`config.mk`:
```
export PLATFORM = sky130hd
export DESIGN_NAME = instruction_fetch_unit
export DESIGN_NICKNAME = d
export VERILOG_FILES = /design/src/rtl/instruction_fetch_unit.sv
export SDC_FILE = /design/constraint.sdc
export NUM_CORES = 1
export LEC_CHECK = 0
export ABC_AREA = 0
export CORE_MARGIN = 3
export CORE_UTILIZATION = 54
export CTS_CLUSTER_DIAMETER = 50
export DETAILED_ROUTE_END_ITERATION = 10
export PLACE_DENSITY = 0.84
export SYNTH_ARGS = -nofsm -noshare
export SYNTH_HDL_FRONTEND = slang
export SYNTH_SLANG_ARGS = --single-unit
```
`constraint.sdc`:
```
create_clock -name clk -period 4 [get_ports clk]
set_input_delay 0.4 -clock clk [delete_from_list [all_inputs] [get_ports clk]]
set_output_delay 0.4 -clock clk [all_outputs]
set_load 0.01 [all_outputs]
```
`src/rtl/instruction_fetch_unit.sv`:
```
// instruction_fetch_unit
//   Sequences fetches from a combinational instruction ROM, buffers the fetched
//   words in a small prefetch FIFO and hands them to the decoder over a
//   valid/ready handshake. Supports branch redirects (flush + PC reload) and
//   halt requests.
//
// Ports
//   clk, rst_n       rising-edge clock, asynchronous active-low reset
//   start            pulse: IDLE/HALT -> RUN
//   halt_req         RUN -> HALT, fetching stops, queued words stay poppable
//   redirect_valid   flush FIFO and load PC from redirect_addr (any state)
//   redirect_addr    branch target
//   rom_addr         current PC, drives the ROM
//   rom_data         ROM word for rom_addr, same cycle
//   instr_valid      FIFO head valid
//   instr_ready      decoder accepts the head when valid & ready
//   instr_data       head instruction
//   instr_pc         address the head instruction was fetched from
//   busy             state == RUN
//   halted           state == HALT
//   fetch_count      (FETCH_COUNT_EN only) saturating count of accepted words
//
// Configuration macro: FETCH_COUNT_EN adds the fetch_count port and counter.
module instruction_fetch_unit #(
    parameter int AW    = 5,
    parameter int DW    = 8,
    parameter int DEPTH = 2
) (
    input  logic          clk,
    input  logic          rst_n,
    input  logic          start,
    input  logic          halt_req,
    input  logic          redirect_valid,
    input  logic [AW-1:0] redirect_addr,
    output logic [AW-1:0] rom_addr,
    input  logic [DW-1:0] rom_data,
    output logic          instr_valid,
    input  logic          instr_ready,
    output logic [DW-1:0] instr_data,
    output logic [AW-1:0] instr_pc,
    output logic          busy,
    output logic          halted
`ifdef FETCH_COUNT_EN
    ,
    output logic [15:0]   fetch_count
`endif
);

    localparam int PW = $clog2(DEPTH);

    typedef enum logic [1:0] {
        IDLE = 2'd0,
        RUN  = 2'd1,
        HALT = 2'd2
    } state_t;

    state_t state, state_next;

    logic [AW-1:0] pc;
    logic [PW:0]   wr_ptr, rd_ptr;
    logic [AW-1:0] mem_pc   [DEPTH];
    logic [DW-1:0] mem_data [DEPTH];

    logic empty, full, pop, push;

    // Pointers carry one extra wrap bit so full and empty are distinguishable.
    assign empty = (wr_ptr == rd_ptr);
    assign full  = (wr_ptr[PW] != rd_ptr[PW]) && (wr_ptr[PW-1:0] == rd_ptr[PW-1:0]);
    assign pop   = !empty && instr_ready;
    // A pop frees the head slot in the same cycle, so a full FIFO may still accept.
    assign push  = (state == RUN) && !redirect_valid && !halt_req && (!full || pop);

    assign rom_addr    = pc;
    assign instr_valid = !empty;
    assign instr_data  = mem_data[rd_ptr[PW-1:0]];
    assign instr_pc    = mem_pc[rd_ptr[PW-1:0]];
    assign busy        = (state == RUN);
    assign halted      = (state == HALT);

    always_ff @(posedge clk or negedge rst_n) begin
        if (!rst_n) begin
            state <= IDLE;
        end else begin
            state <= state_next;
        end
    end

    always_comb begin
        state_next = state;
        case (state)
            IDLE:    if (start)    state_next = RUN;
            RUN:     if (halt_req) state_next = HALT;
            HALT:    if (start)    state_next = RUN;
            default: state_next = IDLE;
        endcase
    end

    always_ff @(posedge clk or negedge rst_n) begin
        if (!rst_n) begin
            pc     <= '0;
            wr_ptr <= '0;
            rd_ptr <= '0;
            for (int unsigned i = 0; i < DEPTH; i++) begin
                mem_pc[i]   <= '0;
                mem_data[i] <= '0;
            end
        end else if (redirect_valid) begin
            // Flush: any pop at this edge is still accepted by the decoder,
            // the FIFO simply restarts empty.
            pc     <= redirect_addr;
            wr_ptr <= '0;
            rd_ptr <= '0;
        end else begin
            if (push) begin
                mem_pc[wr_ptr[PW-1:0]]   <= pc;
                mem_data[wr_ptr[PW-1:0]] <= rom_data;
                wr_ptr                   <= wr_ptr + 1'b1;
                pc                       <= pc + 1'b1;
            end
            if (pop) begin
                rd_ptr <= rd_ptr + 1'b1;
            end
        end
    end

`ifdef FETCH_COUNT_EN
    always_ff @(posedge clk or negedge rst_n) begin
        if (!rst_n) begin
            fetch_count <= '0;
        end else if (pop && (fetch_count != '1)) begin
            fetch_count <= fetch_count + 16'd1;
        end
    end
`endif

endmodule

```
==> impl_metrics.toml <==
[clock_network]
postCtsSetupBuffers = 0
clkSinkCount = 37
htree_levels = 2
clk_latency_ns = 0.34
clk_pin_slew_ns = 0.11
clock-root-buffer = "clkbuf_4"
clockBufferDepth = 2
post_cts_resized = 0
cts_tree = "done"
cts_hold_buf = 0
cts_made_buffers = 5

[yosys]
async_reset_ff_share_pct = 100.0
synthFlopType = "dfrtp_1"
synth_compound_area_share_pct = 6.671
synth_cells = 137
synth.largest_area_cell = "dfrtp_1"
synth_seq_cells = 37
syn_area_per_cell_sq_um = 13.55
synth_edf_count = 0
yosysMostFrequentCell = "dfrtp_1"
synthAdderAreaFrac_pct = 0.6739
yosys-top-cells-count = "dfrtp_1, mux2_4, mux2_2, nor2_1, o21ai_0"
synth.area.top_cells = "dfrtp_1, mux2_4, mux2_2"
yosys.area_share.simple_pct = 7.008
synthMuxAreaShare_pct = 27.49
synth-seq-area-share_pct = 49.87
syn-num-nets = 157
yosysUniqueCellTypes = 32
netlist.area_leader.share_pct = 49.87
yosysWarnings = 0
syn_area_sq_um = 1857
synth_top_family_by_area = "multiplexers"
synth_xor_area_share_pct = 3.774

[power_and_ir_drop]
p_seq_share_pct = 42.3
clkPwrFrac_pct = 18.7
combPwrFrac_pct = 39.0
p_int_uw = 1037
power_switching_uw = 399.7
switching_share_pct = 27.81
finalPower_uw = 1437
ir_worst_vdd_mv = 0.3382
power.density_nw_per_um2 = 621.1
power.leakage_uw = 0.001044

[detailed_routing]
initialDrtViolationCount = 44
drt_first_pass_iters = 4
wl_met3_um = 169
wl_per_cell_um = 16.32
drtAntennaViolNets = 0
drc = 0
vias = 1207
vias_per_cell = 5.511
wl_met1_um = 1608
wl_um = 3573
maxUsedRoutingLayer = "met4"
met2WireLength_um = 1754

[sta]
finalSetupViolCount = 0
slew_headroom_pct = 38.67
fin_worst_skew_ns = 0.003949
finalSetupTns_ns = 0
worst_pin_slew_ns = 0.9199
rsz0062_at_grt = "no"
fmax_ghz = 0.3620
period_needed_ns = 2.763
hold_ws_ns = 0.1309
timing.final.crit_share_pct = 69.06
slew_viol_final = 0
final-hold-violation-count = 0
setup_ws_ns = 1.238

[place]
preCtsSetupSlack_ns = 1.275
postPlaceCellArea_sq_um = 2228
dpl.hpwl_um = 2566
io_buffers = 39
gp_congestion = 0.8545

[layout]
fill_cells = 235
fin_nets = 194
areaGrowthSynthToFinish_pct = 24.60
multiInputGateArea_sq_um = 847.1
antennaDiodeCount = 0
ff_latch_area_sq_um = 925.9
fin_area_sq_um = 2313
drive_above_1_share_pct = 27.43

[floorplanning]
top_level_ports = 40
start_util_pct = 58.43
rows = 20
die_h_um = 64.64
die-area_sq_um = 4178
die_x_um = 64.64
core_area_sq_um = 3178

[setup_path]
cp_data_required_time_ns = 4.23
start_kind = "flop"
critPathKind = "reg2reg"
end_kind = "flop"
arrival_ns = 2.99
critPathMaxFanout = 18

[global_routing]
gr-usage-all-layers_pct = 18.89
grt_pass1_vias = 1284
grt_max_degree = 38
gr-total-overflow = 0
grt_pass1_wl_um = 5947
antenna_found_initial = 0

[run_status]
status = "completed"

[job]
maxCapViolCount = 0

[hold_path]
hold_class = "in2async"
[per-stage QoR]
stage               util [%]  instances
floorplan                  -        137
CTS                    72.80        219
detailed placement     70.12        211
finish                 72.80        219
global placement       70.12        211
global route           72.80        219
[state kept, by name, summed over array words and instances (netlist names)]
signal    flops
mem_data     16
mem_pc       10
rom_addr      5
rd_ptr        2
state         2
wr_ptr        2
[final cells by class]
type | instances | area share [%]
flip-flops and latches | 37 | 40.02
multi-input cells | 87 | 36.61
repair buffers | 39 | 16.66
clock buffers | 7 | 2.380
well taps | 44 | 2.380
clock inverters | 1 | 1.298
inverters | 4 | 0.6490
[power by group through the flow]
stage	Combinational [uW]	Sequential, uW	Clock (uW)
after floorplan	356	573	0
after global placement	549	604	0
after detailed placement	564	612	0
after CTS	567	607	274
after global routing	600	626	289
final	560	608	269
[cell usage in the layout (no fill, tap or decap)]
master and n:
a21oi_1 3, a221oi_1 1, a22o_1 1, a311oi_1 2, a31oi_1 2, buf_2 1, bufinv_16 1, clkbuf_1 1
clkbuf_4 5, clkbuf_8 1, clkdlybuf4s50_1 38, dfrtp_1 37, ha_1 1, inv_1 4, mux2_1 4, mux2_2 16
mux2_4 19, nand2_1 5, nand2b_1 2, nand3_1 2, nor2_1 6, nor2b_1 2, nor3_2 1, nor3b_2 1
nor4_1 1, o21ai_0 6, o311a_1 1, o311ai_0 1, o31ai_2 1, or3_1 4, xnor2_1 1, xnor2_2 1
xor2_1 2, xor2_4 1
[cell families (layout without fill, tap and decap cells)]
kind of cell | after synthesis | in the layout
and+or+nand+nor | 24 | 24
DFF | 37 | 37
muxes | 39 | 39
buffers and inverters | 13 | 51
AOI/OAI and AO/OA | 18 | 18
adders and majority gates | 1 | 1
xor gates and xnor gates | 5 | 5
[routing by layer]
metal | up-vias | track usage (%)
met5 | - | 0
met1 | 612 | 23.59
met2 | 31 | 31.31
met4 | 0 | 5.541
li1 | 559 | -
met3 | 5 | 6.239
[worst paths after layout]
path,from,end,slack (ns),cells past startpoint
hold / removal,rst_n,mem_data[2],0.13,1
setup reg to reg,rd_ptr[0],mem_data[8],1.24,4
max in group asynchronous,rst_n,mem_data[8],3.37,1
min in group clk,mem_data[9],mem_data[9],0.51,1
setup / recovery,rd_ptr[0],mem_data[8],1.24,4
hold reg to reg,mem_data[9],mem_data[9],0.51,1
[critical path, cell delays in order (launching register included)]
cell and delay (ns):
dfrtp_1 0.96, xor2_4 0.19, o31ai_2 0.44, or3_1 0.67, mux2_1 0.38
(Power assumes the default switching activity.)
